<file path="src/rtl/uart_cmd_master.sv">
// Host-side UART command initiator: serializes one command frame and collects its response.
// Optional retry-once-on-timeout behaviour is enabled by defining UART_CMD_RETRY_EN.
module uart_cmd_master #(
  parameter int WIDTH          = 8,
  parameter int ADDR_BITS      = 4,
  parameter int TIMEOUT_CYCLES = 4096
) (
  input  logic                 clk,
  input  logic                 rst,
  input  logic                 cmd_valid,
  output logic                 cmd_ready,
  input  logic [1:0]           cmd_type,
  input  logic [ADDR_BITS-1:0] cmd_addr,
  input  logic [WIDTH-1:0]     cmd_data,
  input  logic [WIDTH-1:0]     cmd_op_a,
  input  logic [WIDTH-1:0]     cmd_op_b,
  input  logic [3:0]           cmd_fun,
  output logic [WIDTH-1:0]     tx_data,
  output logic                 tx_valid,
  input  logic                 tx_ready,
  input  logic [WIDTH-1:0]     rx_data,
  input  logic                 rx_valid,
  output logic [2*WIDTH-1:0]   rsp_data,
  output logic                 rsp_valid,
  output logic                 rsp_timeout,
  output logic                 busy
);

  localparam int TW = (TIMEOUT_CYCLES > 2) ? $clog2(TIMEOUT_CYCLES) : 1;
  localparam logic [TW-1:0] T_LAST = TW'(TIMEOUT_CYCLES - 2);

  typedef enum logic [1:0] {IDLE, SEND, WAIT_RSP, DONE} state_t;

  state_t           state;
  logic [WIDTH-1:0] frame [4];
  logic [2:0]       len;
  logic [1:0]       idx;
  logic [1:0]       exp_cnt;
  logic [1:0]       rx_cnt;
  logic [TW-1:0]    tcnt;
  logic             retry_ok;

  logic [WIDTH-1:0] new_frame [4];
  logic [2:0]       new_len;
  logic [1:0]       new_exp;

`ifdef UART_CMD_RETRY_EN
  logic retry_cnt;
  assign retry_ok = ~retry_cnt;
`else
  assign retry_ok = 1'b0;
`endif

  // Frame image built from the live command fields; captured only on accept.
  always_comb begin
    for (int i = 0; i < 4; i++) new_frame[i] = '0;
    new_len = 3'd2;
    new_exp = 2'd2;
    case (cmd_type)
      2'd0: begin
        new_frame[0] = WIDTH'(8'hAA);
        new_frame[1] = WIDTH'(cmd_addr);
        new_frame[2] = cmd_data;
        new_len      = 3'd3;
        new_exp      = 2'd0;
      end
      2'd1: begin
        new_frame[0] = WIDTH'(8'hBB);
        new_frame[1] = WIDTH'(cmd_addr);
        new_len      = 3'd2;
        new_exp      = 2'd1;
      end
      2'd2: begin
        new_frame[0] = WIDTH'(8'hCC);
        new_frame[1] = cmd_op_a;
        new_frame[2] = cmd_op_b;
        new_frame[3] = WIDTH'(cmd_fun);
        new_len      = 3'd4;
        new_exp      = 2'd2;
      end
      default: begin
        new_frame[0] = WIDTH'(8'hDD);
        new_frame[1] = WIDTH'(cmd_fun);
        new_len      = 3'd2;
        new_exp      = 2'd2;
      end
    endcase
  end

  always_ff @(posedge clk) begin
    if (rst) begin
      state       <= IDLE;
      tx_valid    <= 1'b0;
      tx_data     <= '0;
      rsp_data    <= '0;
      rsp_valid   <= 1'b0;
      rsp_timeout <= 1'b0;
      busy        <= 1'b0;
      cmd_ready   <= 1'b1;
      len         <= 3'd0;
      idx         <= 2'd0;
      exp_cnt     <= 2'd0;
      rx_cnt      <= 2'd0;
      tcnt        <= '0;
      for (int i = 0; i < 4; i++) frame[i] <= '0;
`ifdef UART_CMD_RETRY_EN
      retry_cnt   <= 1'b0;
`endif
    end else begin
      rsp_valid   <= 1'b0;
      rsp_timeout <= 1'b0;
      case (state)
        IDLE: begin
          if (cmd_valid) begin
            for (int i = 0; i < 4; i++) frame[i] <= new_frame[i];
            len       <= new_len;
            exp_cnt   <= new_exp;
            idx       <= 2'd0;
            tx_data   <= new_frame[0];
            tx_valid  <= 1'b1;
            rsp_data  <= '0;
            cmd_ready <= 1'b0;
            busy      <= 1'b1;
            state     <= SEND;
`ifdef UART_CMD_RETRY_EN
            retry_cnt <= 1'b0;
`endif
          end
        end
        SEND: begin
          if (tx_ready) begin
            if ({1'b0, idx} == len - 3'd1) begin
              tx_valid <= 1'b0;
              rx_cnt   <= 2'd0;
              tcnt     <= '0;
              if (exp_cnt == 2'd0) begin
                state     <= DONE;
                rsp_valid <= 1'b1;
              end else begin
                state <= WAIT_RSP;
              end
            end else begin
              idx     <= idx + 2'd1;
              tx_data <= frame[idx + 2'd1];
            end
          end
        end
        WAIT_RSP: begin
          // A byte arriving on the terminal count wins over the timeout.
          if (rx_valid) begin
            tcnt <= '0;
            if (rx_cnt == 2'd0) rsp_data[WIDTH-1:0] <= rx_data;
            else                rsp_data[2*WIDTH-1:WIDTH] <= rx_data;
            if (rx_cnt + 2'd1 == exp_cnt) begin
              state     <= DONE;
              rsp_valid <= 1'b1;
            end else begin
              rx_cnt <= rx_cnt + 2'd1;
            end
          end else if (tcnt == T_LAST) begin
            if (retry_ok) begin
              idx      <= 2'd0;
              tx_data  <= frame[0];
              tx_valid <= 1'b1;
              rsp_data <= '0;
              rx_cnt   <= 2'd0;
              tcnt     <= '0;
              state    <= SEND;
`ifdef UART_CMD_RETRY_EN
              retry_cnt <= 1'b1;
`endif
            end else begin
              rsp_timeout <= 1'b1;
              busy        <= 1'b0;
              cmd_ready   <= 1'b1;
              state       <= IDLE;
            end
          end else begin
            tcnt <= tcnt + 1'b1;
          end
        end
        default: begin
          busy      <= 1'b0;
          cmd_ready <= 1'b1;
          state     <= IDLE;
        end
      endcase
    end
  end

endmodule

</file>
<file path="config.mk">
export PLATFORM = sky130hd
export DESIGN_NAME = uart_cmd_master
export DESIGN_NICKNAME = d
export VERILOG_FILES = /design/src/rtl/uart_cmd_master.sv
export SDC_FILE = /design/constraint.sdc
export NUM_CORES = 1
export LEC_CHECK = 0
export BUFFER_PORTS_ARGS = -buffer_cell sky130_fd_sc_hd__clkbuf_2
export CAP_MARGIN = 10
export CORE_MARGIN = 3
export CORE_UTILIZATION = 25
export CTS_BUF_LIST = sky130_fd_sc_hd__clkbuf_8
export CTS_CLUSTER_SIZE = 25
export DETAILED_ROUTE_END_ITERATION = 8
export GPL_TIMING_DRIVEN = 0
export PLACE_DENSITY_LB_ADDON = 0.1
export SLEW_MARGIN = 20
export SYNTH_ARGS = -nofsm -noshare
export SYNTH_HDL_FRONTEND = slang
export SYNTH_SLANG_ARGS = --single-unit
export TNS_END_PERCENT = 20
</file>
<file path="constraint.sdc">
create_clock -name clk -period 2.4 [get_ports clk]
set_input_delay 0.12 -clock clk [delete_from_list [all_inputs] [get_ports clk]]
set_output_delay 0.12 -clock clk [all_outputs]
set_load 0.005 [all_outputs]
</file>
== After elaboration in Yosys (flattened, before gate mapping) ==
Memory sizes are Yosys's and may differ from the RTL's.
Cells that the tools add are included.

* Flip-flop bits (word level): 52
* RAM bits: 32
* Output and inout port bits: 29
* Logic and storage cells: 126
* Memories: 1

{| class="wikitable"
|+ Memory list
! memory !! depth !! bits a word !! read ports !! clocked after Yosys merged registers in !! write ports !! line !! source
|-
| frame || 4 || 8 || 1 || 0 || 4 || 35 || <nowiki>logic [WIDTH-1:0] frame [4];</nowiki>
|}

* $add $sub $neg: 4
* Eq/ne operators: 20
* Muxes and demuxes: 64
* Bitwise operators: 6
* Reductions and logical operators: 17

{| class="wikitable"
|+ Operator list
! kind !! count
|-
| $mux 8 || 9
|-
| $mux 12 || 4
|-
| $pmux 15 s3 || 1
|-
| $mux 16 || 2
|-
| $pmux 16 s2 || 1
|-
| $pmux 8 s2 || 2
|-
| $mux 2 || 13
|-
| $pmux 12 s2 || 1
|-
| $reduce_and 4->1 || 6
|-
| $mux 1 || 21
|-
| $ne 2x2->1 const B || 10
|-
| $add 12x1->12 const B || 1
|-
| $eq 12x12->1 const B || 1
|-
| $pmux 2 s2 || 3
|-
| $reduce_and 5->1 || 2
|-
| $ne 3x3->1 const B || 3
|-
| $logic_not 2->1 || 4
|-
| $pmux 1 s3 || 2
|-
| $pmux 2 s3 || 1
|-
| $pmux 3 s2 || 1
|-
| $reduce_bool 2->1 || 3
|-
| $add 2x1->2 const B || 2
|-
| $eq 2x1->1 const B || 2
|-
| $eq 2x2->1 const B || 2
|-
| other kinds (9) || 14
|}

== Depth between registers and ports, before layout ==
Gate-level depths: netlist (run 1).

* Depth in word-level cells: 5
* Mapped depth: 9
* Depth with buffers taken out: 7

== Least setup slack after synthesis (run 1) ==
No wires, ideal clock.

* Path type: register to register
* Start point: reg state[0]
* End point: reg tcnt[2]
* Arrival: 1807 ps
* Required time: 2283 ps
* Setup slack: 476 ps
* Cell stages (with the launch flop): 9
* Path buffers: 2
* Period minus slack after synthesis: 1924 ps
* Path through: dfxtp_1 inv_1 ha_1 buf_2 nand2b_1 or4_1 buf_2 and2_4 a32o_1

* Longest elaborated chain between the ends: 3

{| class="wikitable"
|+ Ends and longest elaborated chain
! what !! line !! source
|-
| from (decl) || 34 || <nowiki>state_t state;</nowiki>
|-
| from (signal assigned) || 92 || <nowiki>state <= IDLE;</nowiki>
|-
| from (signal assigned) || 124 || <nowiki>state <= SEND;</nowiki>
|-
| from (signal assigned) || 137 || <nowiki>state <= DONE;</nowiki>
|-
| $eq 2x2->1 / $eq 2x1->1 (equally long branches) || 112 || <nowiki>case (state)</nowiki>
|-
| $ne 3x3->1 (no source line), or another cell as far along || n/a ||
|-
| $reduce_and 4->1 (no source line) || n/a ||
|-
| to (signal assigned) || 179 || <nowiki>tcnt <= tcnt + 1'b1;</nowiki>
|-
| to (decl) || 40 || <nowiki>logic [TW-1:0] tcnt;</nowiki>
|}

Parallel ways exist; a longest one is shown, timed or not.
A chain may end at the register's enable or synchronous reset.

==> results_tabular.tex, run 1 <==
\begin{tabular}{lr}
\hline
Metric & Value \\
\hline
\multicolumn{2}{l}{\textbf{Setup path}} \\
\quad Arrival time at the worst endpoint & 2.47 ns \\
\quad Internal reg-to-reg setup slack & 0.16 ns \\
\quad Required time reported for the critical path endpoint & $\sim$2.6 ns \\
\quad Worst Setup End Kind & register \\
\quad Critical path class & reg2reg \\
\quad Crit path buf inv count & 3 \\
\quad CP cell instances & inv\_1, ha\_1, buf\_2, nand3\_1, nor3b\_4, clkbuf\_2, a22o\_1 \\
\quad Category of the worst setup path launch point & register \\
\quad Worst Path Max Fanout & 10 \\
\quad Critical-path cell with the highest stage delay & sky130\_fd\_sc\_hd\_\_nand3\_1 \\
\quad Kind of cell adding the most delay to the critical path & simple AND/OR/NAND/NOR gates \\
\quad Critical Path Max Stage Delay & 0.41 ns \\
\multicolumn{2}{l}{\textbf{Yosys}} \\
\quad Syn. warnings & 0 \\
\quad Top cells by area in the synthesized netlist & sky130\_fd\_sc\_hd\_\_dfxtp\_1, sky130\_fd\_sc\_hd\_\_edfxtp\_1, sky130\_fd\_sc\_hd\_\_mux2i\_1 \\
\quad Most used flip-flop cell after synthesis & sky130\_fd\_sc\_hd\_\_dfxtp\_1 \\
\quad Synthesized Nets & roughly 430 \\
\quad Post-Synth Adder-Cell Area & 0.0268 \\
\quad Synth Register Bits & 76 \\
\quad Number of standard cells after synthesis & 370 \\
\quad Post-synthesis compound-gate area fraction & 0.161 \\
\quad Post-synth EDFFs & 23 \\
\quad Multiplexer share of the synthesized area & 0.0885 \\
\quad Avg Inst Size Synth & $\sim$10 sq um \\
\quad Top cell type by total area after synthesis & sky130\_fd\_sc\_hd\_\_dfxtp\_1 \\
\quad Area fraction of the dominant cell type after synthesis & 0.284 \\
\quad Largest family of logic cells by synthesized area & simple AND/OR/NAND/NOR gates \\
\quad Post-Syn Area & approximately 3700 sq um \\
\quad Ranking of synthesized cells by instance count & sky130\_fd\_sc\_hd\_\_dfxtp\_1, sky130\_fd\_sc\_hd\_\_nor2\_1, sky130\_fd\_sc\_hd\_\_mux2i\_1 \\
\quad Number of distinct library cells after synthesis & 60 \\
\quad Proportion of synthesized chip area in sequential cells & 0.469 \\
\quad Async S/R FF share, synth & 0 \\
\quad Post-Synth XOR/XNOR Area & 0.0275 \\
\quad Share of synthesized cell area in and, or, nand and nor gates & 0.190 \\
\quad Most common cell in the netlist & sky130\_fd\_sc\_hd\_\_dfxtp\_1 \\
\multicolumn{2}{l}{\textbf{Worst hold path}} \\
\quad Worst hold path type & in2reg \\
\multicolumn{2}{l}{\textbf{Routing}} \\
\quad First-pass detailed-route iteration total & 5 \\
\quad Sum of routed wire length over all layers & 10100 um \\
\quad ANT nets after route & 0 \\
\quad Average wire per standard cell & between 15 and 20 um \\
\quad DRT iter0 DRCs & 180 \\
\quad Routed via count divided by cell count & 4.71 \\
\quad DRC violation count after routing & 0 \\
\quad Number of vias after detailed routing & around 3000 \\
\multicolumn{2}{l}{\textbf{Floorplan}} \\
\quad Row count & between 40 and 50 \\
\quad Effective utilization at floorplan & 0.256 \\
\quad Core region area & around 15000 sq um \\
\quad Die W & around 130 um \\
\quad Ports placed on the boundary & 76 \\
\quad Vertical extent of the die & about 130 um \\
\quad Die outline area & 16400 sq um \\
\multicolumn{2}{l}{\textbf{Power and ir drop}} \\
\quad Overall power consumption & roughly 4.5 mW \\
\quad Leak Pwr & 1.86 nW \\
\quad Peak supply drop & between 200 and 300 uV \\
\quad Pwr dens & a little under 1000 nW/um\^{}2 \\
\multicolumn{2}{l}{\textbf{GRT}} \\
\quad Via count of the first global-routing pass & 3022 \\
\quad Global router's overall resource usage & 0.129 \\
\quad Wire length of the first global-routing pass & $\sim$16000 um \\
\quad Largest net degree at the start of global routing & 24 \\
\quad Remaining global-route overflow & 0 \\
\quad Initial antenna violation count & 0 \\
\multicolumn{2}{l}{\textbf{Cells and area}} \\
\quad Share of cells above drive strength 1 & 0.255 \\
\quad Number of nets in the layout & 512 \\
\quad Fill cell total of the finished layout & 1533 \\
\quad Relative area change from synthesis to final layout & 23.3\% \\
\quad Cell Count, Final, Fillers Out & approximately 650 \\
\quad Antenna fix cells & 0 \\
\multicolumn{2}{l}{\textbf{Status}} \\
\quad Status & finished, final reports clean \\
\multicolumn{2}{l}{\textbf{Flow run}} \\
\quad Max-cap violations & 0 \\
\multicolumn{2}{l}{\textbf{Placement}} \\
\quad Detailed placer's ending HPWL & approximately 7500 um \\
\quad Post-placement setup slack & -0.350 ns \\
\quad Dpl cells & 628 \\
\quad Port Buffers & 74 \\
\quad Placer congestion estimate & between 0.7 and 0.8 \\
\multicolumn{2}{l}{\textbf{STA}} \\
\quad Final TNS setup & 0 ns \\
\quad Fmax & $\sim$0.45 GHz \\
\quad Number of setup violations in the final report & 0 \\
\quad Setup skew after layout & approximately 0.012 ns \\
\quad Worst Setup Slack, final & 0.163 ns \\
\quad Max-slew violation count & 0 \\
\quad Fraction of the cycle the final worst path needs & 0.932 \\
\quad Transition time at the pin with the least slew margin & roughly 0.88 ns \\
\quad Unrepaired setup endpoints after global routing & yes \\
\quad Fin crit period & 2.24 ns \\
\quad Final Hold Fails & 0 \\
\quad Worst hold slack & $\sim$0.028 ns \\
\quad Rel. slew slack & 0.413 \\
\multicolumn{2}{l}{\textbf{Clocking}} \\
\quad \# clock sinks & 76 \\
\quad Clk Latency, worst-skew pair & between 0.3 and 0.4 ns \\
\quad TritonCTS clock tree & yes \\
\quad Clock transition time at the flip-flop clock pins of the worst setup and hold paths & roughly 0.08 ns \\
\quad Clock H-tree levels & 3 \\
\quad CTS root buf & sky130\_fd\_sc\_hd\_\_clkbuf\_8 \\
\quad Number of buffers on the longest clock path & 2 \\
\quad Number of clock buffers inserted by TritonCTS & 9 \\
\hline
\end{tabular}
## state kept, by name, summed over array words and instances, names as in the netlist
signal       flops
rx_cnt           2
tx_valid         1
len              3
exp_cnt          2
idx              2
rsp_data        16
tcnt            12
tx_data          8
rsp_valid        1
rsp_timeout      1
cmd_ready        1
state            2
busy             1
frame           24
## through the flow
stage,util,area (sq um)
global placement,0.297,4330
detailed placement,0.297,4330
finish,0.316,4600
CTS,0.316,4600
global route,0.316,4600
floorplan,-,3730
## routing by layer
layer | vias up | GRT usage | wire length (um)
met2 | 59 | 0.208 | 4820
li1 | 1535 | - | -
met5 | - | 0 | 0
met1 | 1432 | 0.166 | 4620
met4 | 0 | 0.0568 | 214
met3 | 15 | 0.0267 | 403
## repair_timing
| action | 4_1_cts | 5_1_grt |
|---|---|---|
| setup buffers | 1 | 0 |
| hold buffers | 1 | 0 |
| endpoints found under the setup margin | 10 | 3 |
| resized for setup | 3 | 0 |
| pin swaps | 1 | 0 |
| endpoints found under the hold margin | 1 | 0 |
## worst register-to-register path, cell delays in order (launching register included)
cell and delay [ns]:
sky130_fd_sc_hd__dfxtp_1 0.36, sky130_fd_sc_hd__inv_1 0.10, sky130_fd_sc_hd__ha_1 0.17, sky130_fd_sc_hd__buf_2 0.24, sky130_fd_sc_hd__nand3_1 0.41, sky130_fd_sc_hd__nor3b_4 0.39, sky130_fd_sc_hd__clkbuf_2 0.27, sky130_fd_sc_hd__a22o_1 0.17
## area by class of cell
type,count,area (sq um),area share
plain buffers,19,88.8,0.0193
clock inverters,7,115,0.0250
repair buffers,76,388,0.0843
inverters,14,52.6,0.0114
flip-flops and latches,76,1750,0.381
clock buffers,9,124,0.0269
multi-input cells,261,1850,0.403
well taps,184,230,0.0500
## layout by cell type (no fill, tap or decap), types with 4 or more instances in the layout
master | synthesis | routed
sky130_fd_sc_hd__nor3_1 | 7 | 7
sky130_fd_sc_hd__a22o_1 | 9 | 9
sky130_fd_sc_hd__o21ai_0 | 10 | 10
sky130_fd_sc_hd__clkbuf_2 | 0 | 75
sky130_fd_sc_hd__buf_2 | 4 | 4
sky130_fd_sc_hd__nor2b_1 | 4 | 4
sky130_fd_sc_hd__ha_1 | 8 | 8
sky130_fd_sc_hd__nand3_1 | 11 | 11
sky130_fd_sc_hd__mux4_2 | 4 | 4
sky130_fd_sc_hd__a21oi_1 | 15 | 15
sky130_fd_sc_hd__and2_1 | 20 | 20
sky130_fd_sc_hd__dfxtp_1 | 53 | 53
sky130_fd_sc_hd__nand2_1 | 21 | 21
sky130_fd_sc_hd__xor2_1 | 5 | 5
sky130_fd_sc_hd__clkbuf_1 | 10 | 9
sky130_fd_sc_hd__mux2i_1 | 24 | 24
sky130_fd_sc_hd__buf_4 | 3 | 4
sky130_fd_sc_hd__edfxtp_1 | 23 | 23
sky130_fd_sc_hd__a211oi_1 | 13 | 13
sky130_fd_sc_hd__nand4_1 | 5 | 5
sky130_fd_sc_hd__nand2b_1 | 6 | 6
sky130_fd_sc_hd__clkbuf_8 | 0 | 9
sky130_fd_sc_hd__inv_1 | 13 | 14
sky130_fd_sc_hd__nor2_1 | 40 | 40
## logic make-up (layout without fill, tap and decap cells)
kind of cell,count (synthesis),in the layout
muxes,28,28
adders and majority gates,8,8
and+or+nand+nor,135,135
buffers and inverters,33,125
xor gates and xnor gates,10,10
AOI/OAI and AO/OA,80,80
DFF,76,76
## where the power goes
part           switching [mW]  internal, mW
Sequential              0.134          1.57
Clock                   0.495         0.688
Combinational           0.955         0.634
Total                    1.58          2.89
## path summary, 6_finish.rpt
path,startpoint,to,cells after the start
worst max register to register,state[0]$_SDFFE_PP0P_,frame[2][6]$_SDFFCE_PN0P_,7
worst min-delay path,cmd_op_a[4],frame[1][4]$_SDFFCE_PN0P_,2
worst max-delay path,state[0]$_SDFFE_PP0P_,frame[2][6]$_SDFFCE_PN0P_,7
worst min register to register,rx_cnt[1]$_SDFFE_PP0P_,rx_cnt[1]$_SDFFE_PP0P_,2
Note: power is estimated with default switching activity, not from simulation.
==> run 2, diff against run 1 <==
--- a/config.mk
+++ b/config.mk
@@ -7,2 +7,3 @@
 export LEC_CHECK = 0
+export ABC_CLOCK_PERIOD_IN_PS = 2500
 export BUFFER_PORTS_ARGS = -buffer_cell sky130_fd_sc_hd__clkbuf_2
==> constraint.sdc (replaced) <==
create_clock -name clk -period 2.5 [get_ports clk]
set_input_delay 0.5 -clock clk [delete_from_list [all_inputs] [get_ports clk]]
set_output_delay 0.5 -clock clk [all_outputs]
set_load 0.005 [all_outputs]
==> results_tabular.tex, run 2 (same netlist as run 1, synthesis figures left out) <==
\begin{tabular}{lr}
\hline
Metric & Value \\
\hline
\multicolumn{2}{l}{\textbf{Power and ir drop}} \\
\quad Peak supply drop & 273 uV (was 285 uV) \\
\quad Leak Pwr & 1.86 nW (about the same) \\
\quad Pwr dens & 936 nW/um\^{}2 (was 972 nW/um\^{}2) \\
\multicolumn{2}{l}{\textbf{Routing}} \\
\quad DRT iter0 DRCs & 133 (was 180) \\
\quad Routed length on met1 & 4690 um (was 4620 um) \\
\quad DRC violation count after routing & 0 (unchanged) \\
\quad First-pass detailed-route iteration total & 4 (was 5) \\
\quad Sum of routed wire length over all layers & 10100 um (about the same) \\
\quad Highest metal layer with signal wires & met4 (unchanged) \\
\quad Number of vias after detailed routing & 3044 (was 3041) \\
\quad Average wire per standard cell & 15.6 um (about the same) \\
\quad ANT nets after route & 0 (unchanged) \\
\quad Routed via count divided by cell count & 4.72 (was 4.71) \\
\quad Total met3 wirelength after detailed routing & 345 um (was 403 um) \\
\quad Met2 Wirelength & 4820 um (about the same) \\
\multicolumn{2}{l}{\textbf{Setup path}} \\
\quad Arrival time at the worst endpoint & 2.59 ns (was 2.47 ns) \\
\quad Required time reported for the critical path endpoint & 2.74 ns (was 2.64 ns) \\
\quad Critical-path cell with the highest stage delay & sky130\_fd\_sc\_hd\_\_nor3\_2 (was sky130\_fd\_sc\_hd\_\_nand3\_1) \\
\quad Worst Path Max Fanout & 10 (unchanged) \\
\quad CP startpoint & state[0]\$\_SDFFE\_PP0P\_ (unchanged) \\
\quad Startpoint of the most critical register-to-register path & state[0]\$\_SDFFE\_PP0P\_ (unchanged) \\
\quad Worst reg2reg endpoint & frame[2][6]\$\_SDFFCE\_PN0P\_ (unchanged) \\
\quad Category of the worst setup path launch point & register (unchanged) \\
\quad Critical path class & reg2reg (unchanged) \\
\quad Internal reg-to-reg setup slack & 0.15 ns (was 0.16 ns) \\
\quad Crit path buf inv count & 2 (was 3) \\
\quad Critical Path Max Stage Delay & 0.70 ns (was 0.41 ns) \\
\quad Worst Reg2Reg Path Length in Cells & 6 (was 7) \\
\quad Worst Setup End Kind & register (unchanged) \\
\quad CP cell instances & inv\_1, ha\_1, buf\_2, nand3\_1, nor3\_2, a22o\_1 (was inv\_1, ha\_1, buf\_2, nand3\_1, nor3b\_4, clkbuf\_2, a22o\_1) \\
\quad Kind of cell adding the most delay to the critical path & simple AND/OR/NAND/NOR gates (unchanged) \\
\multicolumn{2}{l}{\textbf{Clocking}} \\
\quad Clock H-tree levels & 3 (unchanged) \\
\quad TritonCTS clock tree & yes (unchanged) \\
\quad Clk Latency, worst-skew pair & 0.36 ns (about the same) \\
\quad Hold-fix buffers, CTS & 0 (was 1) \\
\quad Number of buffers on the longest clock path & 2 (unchanged) \\
\quad \# clock sinks & 76 (unchanged) \\
\quad CTS root buf & sky130\_fd\_sc\_hd\_\_clkbuf\_8 (unchanged) \\
\quad Number of clock buffers inserted by TritonCTS & 9 (unchanged) \\
\quad Clock transition time at the flip-flop clock pins of the worst setup and hold paths & 0.08 ns (about the same) \\
\multicolumn{2}{l}{\textbf{Worst hold path}} \\
\quad Origin of the worst min-delay path & cmd\_op\_a[7] (was cmd\_op\_a[4]) \\
\quad Worst hold path type & in2reg (unchanged) \\
\quad Endpoint of the worst hold path & frame[1][7]\$\_SDFFCE\_PN0P\_ (was frame[1][4]\$\_SDFFCE\_PN0P\_) \\
\quad Hold Path Stages & 2 (unchanged) \\
\multicolumn{2}{l}{\textbf{Cells and area}} \\
\quad Cell Count, Final, Fillers Out & 645 (was 646) \\
\quad Reg with most FFs & frame (unchanged) \\
\quad Most frequent cells in the layout & sky130\_fd\_sc\_hd\_\_clkbuf\_2, sky130\_fd\_sc\_hd\_\_dfxtp\_1, sky130\_fd\_sc\_hd\_\_nor2\_1 (unchanged) \\
\quad Share of cells above drive strength 1 & 0.256 (was 0.255) \\
\quad Most common library cell in the layout ignoring fill and taps & sky130\_fd\_sc\_hd\_\_clkbuf\_2 (unchanged) \\
\quad Number of nets in the layout & 511 (was 512) \\
\quad Relative area change from synthesis to final layout & 22.9\% (was 23.3\%) \\
\quad Antenna fix cells & 0 (unchanged) \\
\quad Share of the core filled with cells in the final layout & 0.314 (was 0.316) \\
\quad Regs by FF count & frame (24), rsp\_data (16), tcnt (12) (unchanged) \\
\quad Largest register FFs & 24 (unchanged) \\
\multicolumn{2}{l}{\textbf{Placement}} \\
\quad Port Buffers & 74 (unchanged) \\
\quad Placer congestion estimate & 0.730 (unchanged) \\
\quad Post-placement setup slack & -0.290 ns (was -0.350 ns) \\
\quad Dpl cells & 628 (unchanged) \\
\quad Detailed placer's ending HPWL & 7500 um (unchanged) \\
\multicolumn{2}{l}{\textbf{STA}} \\
\quad Setup skew after layout & 0.0120 ns (was 0.0118 ns) \\
\quad Worst Setup Slack, final & 0.149 ns (was 0.163 ns) \\
\quad Final Hold Fails & 0 (unchanged) \\
\quad Number of setup violations in the final report & 0 (unchanged) \\
\quad Fin crit period & 2.35 ns (was 2.24 ns) \\
\quad Max-slew violation count & 0 (unchanged) \\
\quad Fmax & 0.425 GHz (was 0.447 GHz) \\
\quad Fraction of the cycle the final worst path needs & 0.940 (was 0.932) \\
\quad Rel. slew slack & 0.411 (was 0.413) \\
\quad Worst hold slack & 0.406 ns (was 0.0282 ns) \\
\quad Transition time at the pin with the least slew margin & 0.883 ns (was 0.880 ns) \\
\quad Unrepaired setup endpoints after global routing & yes (unchanged) \\
\multicolumn{2}{l}{\textbf{Floorplan}} \\
\quad Effective utilization at floorplan & 0.256 (unchanged) \\
\quad Core region area & 14600 sq um (unchanged) \\
\quad Die W & 128 um (unchanged) \\
\quad Die outline area & 16400 sq um (unchanged) \\
\quad Ports placed on the boundary & 76 (unchanged) \\
\quad Row count & 44 (unchanged) \\
\quad Vertical extent of the die & 128 um (unchanged) \\
\multicolumn{2}{l}{\textbf{GRT}} \\
\quad Initial antenna violation count & 0 (unchanged) \\
\quad Remaining global-route overflow & 0 (unchanged) \\
\quad Global router's overall resource usage & 0.129 (unchanged) \\
\quad Via count of the first global-routing pass & 3020 (was 3022) \\
\quad Wire length of the first global-routing pass & 16300 um (about the same) \\
\quad Largest net degree at the start of global routing & 24 (unchanged) \\
\multicolumn{2}{l}{\textbf{Status}} \\
\quad Status & finished, final reports clean (unchanged) \\
\multicolumn{2}{l}{\textbf{Flow run}} \\
\quad Max-cap violations & 0 (unchanged) \\
\hline
\end{tabular}
## run 2: where the power goes
group          switching, mW  internal [mW]
sequential             0.128           1.51
combinational          0.914          0.607
clock                  0.475          0.661
total                   1.52           2.78
## run 2: worst max-delay path by stage
stage | endpoint | slack, ns | cells past startpoint
final | frame[2][6]$_SDFFCE_PN0P_ | 0.15 | 6
after global routing | frame[2][0]$_SDFFCE_PN0P_ | -0.06 | 6
after CTS | frame[2][6]$_SDFFCE_PN0P_ | 0.08 | 7
after detailed placement | frame[2][6]$_SDFFCE_PN0P_ | -0.29 | 6
after global placement | frame[2][6]$_SDFFCE_PN0P_ | -0.23 | 6
after floorplan | tcnt[2]$_SDFFE_PP0P_ | 0.58 | 8
## run 2: area by class of cell
| type | count | area (sq um) |
|---|---|---|
| Fill cell | 1533 | 10000 |
| Buffer | 19 | 88.8 |
| Sequential cell | 76 | 1750 |
| Multi-Input combinational cell | 261 | 1850 |
| Timing Repair Buffer | 75 | 378 |
| Inverter | 14 | 52.6 |
| Clock inverter | 7 | 115 |
| Clock buffer | 9 | 124 |
| Tap cell | 184 | 230 |
## run 2: repair_timing
action	4_1_cts	5_1_grt
setup endpoints to repair	10	15
hold endpoints to repair	0	0
setup buffers	1	0
gates resized for setup	1	2
pin swaps	1	0
cloned	0	0
## run 2: routing by layer
layer  up-vias  track usage
met5         -            0
met4         0       0.0568
met3        15       0.0267
met2        56        0.208
met1      1441        0.166
li1       1532            -
## run 2: worst reg2reg max path, cell delays in order (launching register included)
cell and delay, ns:
sky130_fd_sc_hd__dfxtp_1 0.36, sky130_fd_sc_hd__inv_1 0.11, sky130_fd_sc_hd__ha_1 0.17, sky130_fd_sc_hd__buf_2 0.24, sky130_fd_sc_hd__nand3_1 0.39, sky130_fd_sc_hd__nor3_2 0.70
sky130_fd_sc_hd__a22o_1 0.27
## run 2: per-stage QoR
| stage | TNS [ns] | power [mW] | cell area (sq um) |
|---|---|---|---|
| finish | 0 | 4.29 | 4590 |
| global route | -0.412 | 4.61 | 4590 |
| CTS | 0 | 4.38 | 4590 |
| detailed placement | -2.53 | 3.21 | 4330 |
| global placement | -2.02 | 3.20 | 4330 |
| floorplan | 0 | 2.71 | 3730 |
==> run 3, diff against run 2 <==
ABC_CLOCK_PERIOD_IN_PS = 2400   (was 2500)
clock period = 2.4 ns   (was 2.5 ns; I/O delays follow)
==> results_tabular.tex, run 3 (same netlist as run 1, synthesis figures left out) <==
\begin{tabular}{lr}
\hline
Metric & Value \\
\hline
\multicolumn{2}{l}{\textbf{Power and ir drop}} \\
\quad Leak Pwr & 1.86 nW (about the same) \\
\quad Peak supply drop & 285 uV (was 273 uV) \\
\quad Int Pwr & 2.89 mW (was 2.78 mW) \\
\quad Register share of total power & 0.381 (about the same) \\
\quad Portion of total power attributed to combinational logic & 0.355 (was 0.354) \\
\quad Pwr dens & 974 nW/um\^{}2 (was 936 nW/um\^{}2) \\
\quad Net Sw Power & 1.58 mW (was 1.52 mW) \\
\quad Overall power consumption & 4.48 mW (was 4.29 mW) \\
\quad Switching Share & 0.354 (was 0.353) \\
\quad Proportion of power drawn by the clock network & 0.264 (was 0.265) \\
\multicolumn{2}{l}{\textbf{Placement}} \\
\quad Dpl cells & 628 (unchanged) \\
\quad Placer congestion estimate & 0.730 (unchanged) \\
\quad Cell area after placement & 4330 sq um (unchanged) \\
\quad Port Buffers & 74 (unchanged) \\
\quad Detailed placer's ending HPWL & 7500 um (unchanged) \\
\multicolumn{2}{l}{\textbf{STA}} \\
\quad Max-slew violation count & 0 (unchanged) \\
\quad Transition time at the pin with the least slew margin & 0.880 ns (was 0.883 ns) \\
\quad Fmax & 0.446 GHz (was 0.425 GHz) \\
\quad Unrepaired setup endpoints after global routing & yes (unchanged) \\
\quad Fraction of the cycle the final worst path needs & 0.935 (was 0.940) \\
\quad Fin crit period & 2.24 ns (was 2.35 ns) \\
\quad Number of setup violations in the final report & 0 (unchanged) \\
\quad Rel. slew slack & 0.413 (was 0.411) \\
\quad Final Hold Fails & 0 (unchanged) \\
\quad Setup skew after layout & 0.0120 ns (about the same) \\
\multicolumn{2}{l}{\textbf{Cells and area}} \\
\quad Most common library cell in the layout ignoring fill and taps & sky130\_fd\_sc\_hd\_\_clkbuf\_2 (unchanged) \\
\quad Largest register FFs & 24 (unchanged) \\
\quad Antenna fix cells & 0 (unchanged) \\
\quad Share of cells above drive strength 1 & 0.256 (unchanged) \\
\quad Post-route cell area & 4590 sq um (about the same) \\
\quad Regs by FF count & frame (24), rsp\_data (16), tcnt (12) (unchanged) \\
\quad Relative area change from synthesis to final layout & 23.1\% (was 22.9\%) \\
\quad Number of nets in the layout & 511 (unchanged) \\
\quad Reg with most FFs & frame (unchanged) \\
\quad Cell Count, Final, Fillers Out & 645 (unchanged) \\
\quad Most frequent cells in the layout & sky130\_fd\_sc\_hd\_\_clkbuf\_2, sky130\_fd\_sc\_hd\_\_dfxtp\_1, sky130\_fd\_sc\_hd\_\_nor2\_1 (unchanged) \\
\quad Share of the core filled with cells in the final layout & 0.315 (was 0.314) \\
\multicolumn{2}{l}{\textbf{Clocking}} \\
\quad \# clock sinks & 76 (unchanged) \\
\quad Clk Latency, worst-skew pair & 0.36 ns (about the same) \\
\quad Hold-fix buffers, CTS & 0 (unchanged) \\
\quad Clock H-tree levels & 3 (unchanged) \\
\quad Clock transition time at the flip-flop clock pins of the worst setup and hold paths & 0.08 ns (about the same) \\
\quad Number of clock buffers inserted by TritonCTS & 9 (unchanged) \\
\quad Number of buffers on the longest clock path & 2 (unchanged) \\
\quad TritonCTS clock tree & yes (unchanged) \\
\quad CTS root buf & sky130\_fd\_sc\_hd\_\_clkbuf\_8 (unchanged) \\
\multicolumn{2}{l}{\textbf{Setup path}} \\
\quad Startpoint of the most critical register-to-register path & state[0]\$\_SDFFE\_PP0P\_ (unchanged) \\
\quad Arrival time at the worst endpoint & 2.48 ns (was 2.59 ns) \\
\quad Internal reg-to-reg setup slack & 0.16 ns (was 0.15 ns) \\
\quad Worst reg2reg endpoint & frame[2][6]\$\_SDFFCE\_PN0P\_ (unchanged) \\
\quad Worst Path Max Fanout & 10 (unchanged) \\
\quad Critical path endpoint & frame[2][6]\$\_SDFFCE\_PN0P\_ (unchanged) \\
\quad Required time reported for the critical path endpoint & 2.64 ns (was 2.74 ns) \\
\quad Category of the worst setup path launch point & register (unchanged) \\
\quad CP startpoint & state[0]\$\_SDFFE\_PP0P\_ (unchanged) \\
\quad Worst Setup End Kind & register (unchanged) \\
\quad Critical path class & reg2reg (unchanged) \\
\quad Worst Reg2Reg Path Length in Cells & 7 (was 6) \\
\multicolumn{2}{l}{\textbf{GRT}} \\
\quad Remaining global-route overflow & 0 (unchanged) \\
\quad Largest net degree at the start of global routing & 24 (unchanged) \\
\quad Wire length of the first global-routing pass & 16300 um (about the same) \\
\quad Via count of the first global-routing pass & 3022 (was 3020) \\
\quad Initial antenna violation count & 0 (unchanged) \\
\quad Global router's overall resource usage & 0.129 (unchanged) \\
\multicolumn{2}{l}{\textbf{Routing}} \\
\quad Routed via count divided by cell count & 4.74 (was 4.72) \\
\quad DRC violation count after routing & 0 (unchanged) \\
\quad Average wire per standard cell & 15.6 um (about the same) \\
\quad First-pass detailed-route iteration total & 4 (unchanged) \\
\quad Number of vias after detailed routing & 3058 (was 3044) \\
\quad Sum of routed wire length over all layers & 10100 um (about the same) \\
\quad ANT nets after route & 0 (unchanged) \\
\quad DRT iter0 DRCs & 154 (was 133) \\
\multicolumn{2}{l}{\textbf{Worst hold path}} \\
\quad Worst hold path type & in2reg (unchanged) \\
\multicolumn{2}{l}{\textbf{Floorplan}} \\
\quad Core region area & 14600 sq um (unchanged) \\
\quad Ports placed on the boundary & 76 (unchanged) \\
\quad Effective utilization at floorplan & 0.256 (unchanged) \\
\quad Die W & 128 um (unchanged) \\
\quad Die outline area & 16400 sq um (unchanged) \\
\quad Vertical extent of the die & 128 um (unchanged) \\
\quad Row count & 44 (unchanged) \\
\multicolumn{2}{l}{\textbf{Status}} \\
\quad Status & finished, final reports clean (unchanged) \\
\multicolumn{2}{l}{\textbf{Flow run}} \\
\quad Max-cap violations & 0 (unchanged) \\
\hline
\end{tabular}
[run 3: layout make-up]
type / count / area, sq um
clock inverters: 7 / 115
fillers: 1534 / 10000
repair buffers: 75 / 378
flip-flops and latches: 76 / 1750
well taps: 184 / 230
plain buffers: 19 / 88.8
clock buffers: 9 / 124
multi-input cells: 261 / 1850
inverters: 14 / 52.6
[run 3: metrics by stage]
stage	setup TNS [ns]	setup WS, ns	hold WS, ns
2_1_floorplan	0	0.476	0.432
3_3_place_gp	-2.82	-0.313	0.447
3_5_place_dp	-3.33	-0.370	0.454
4_1_cts	0	0.111	0.357
5_1_grt	-0.0165	-0.00814	0.366
6_report	0	0.156	0.385
[run 3: worst min path at each step]
stage                                     end                   start  slack, ns  depth (start not counted)
floorplan              rx_cnt[1]$_SDFFE_PP0P_  rx_cnt[1]$_SDFFE_PP0P_       0.43                          2
global placement       rx_cnt[1]$_SDFFE_PP0P_  rx_cnt[1]$_SDFFE_PP0P_       0.45                          2
detailed placement     rx_cnt[1]$_SDFFE_PP0P_  rx_cnt[1]$_SDFFE_PP0P_       0.45                          2
CTS                 frame[1][7]$_SDFFCE_PN0P_             cmd_op_a[7]       0.36                          2
global route        frame[1][7]$_SDFFCE_PN0P_             cmd_op_a[7]       0.37                          2
finish              frame[1][7]$_SDFFCE_PN0P_             cmd_op_a[7]       0.39                          2
[run 3: critical path: stages, from the launching register on]
cell and delay (ns):
sky130_fd_sc_hd__dfxtp_1 0.36, sky130_fd_sc_hd__inv_1 0.10, sky130_fd_sc_hd__ha_1 0.17, sky130_fd_sc_hd__buf_2 0.25
sky130_fd_sc_hd__nand3_1 0.41, sky130_fd_sc_hd__nor3b_4 0.39, sky130_fd_sc_hd__clkbuf_2 0.27, sky130_fd_sc_hd__a22o_1 0.17
[run 3: what timing repair did]
item                       4_1_cts  5_1_grt
setup endpoints to repair       10        3
pin swaps                        1        0
buffers inserted                 1        0
resized for setup                3        0
[run 3: power groups by stage]
stage	logic, mW	registers (mW)	clock network (mW)
after floorplan	1.12	1.70	0
after global placement	1.60	1.74	0
after detailed placement	1.60	1.74	0
after CTS	1.62	1.71	1.24
after global routing	1.79	1.73	1.28
final	1.59	1.70	1.18
[run 3: per-layer routing]
layer,wire length [um],vias to the layer above,GRT usage
met5,0,-,0
met2,4840,64,0.208
met3,395,15,0.0267
met4,214,0,0.0568
met1,4610,1445,0.166
li1,-,1534,-
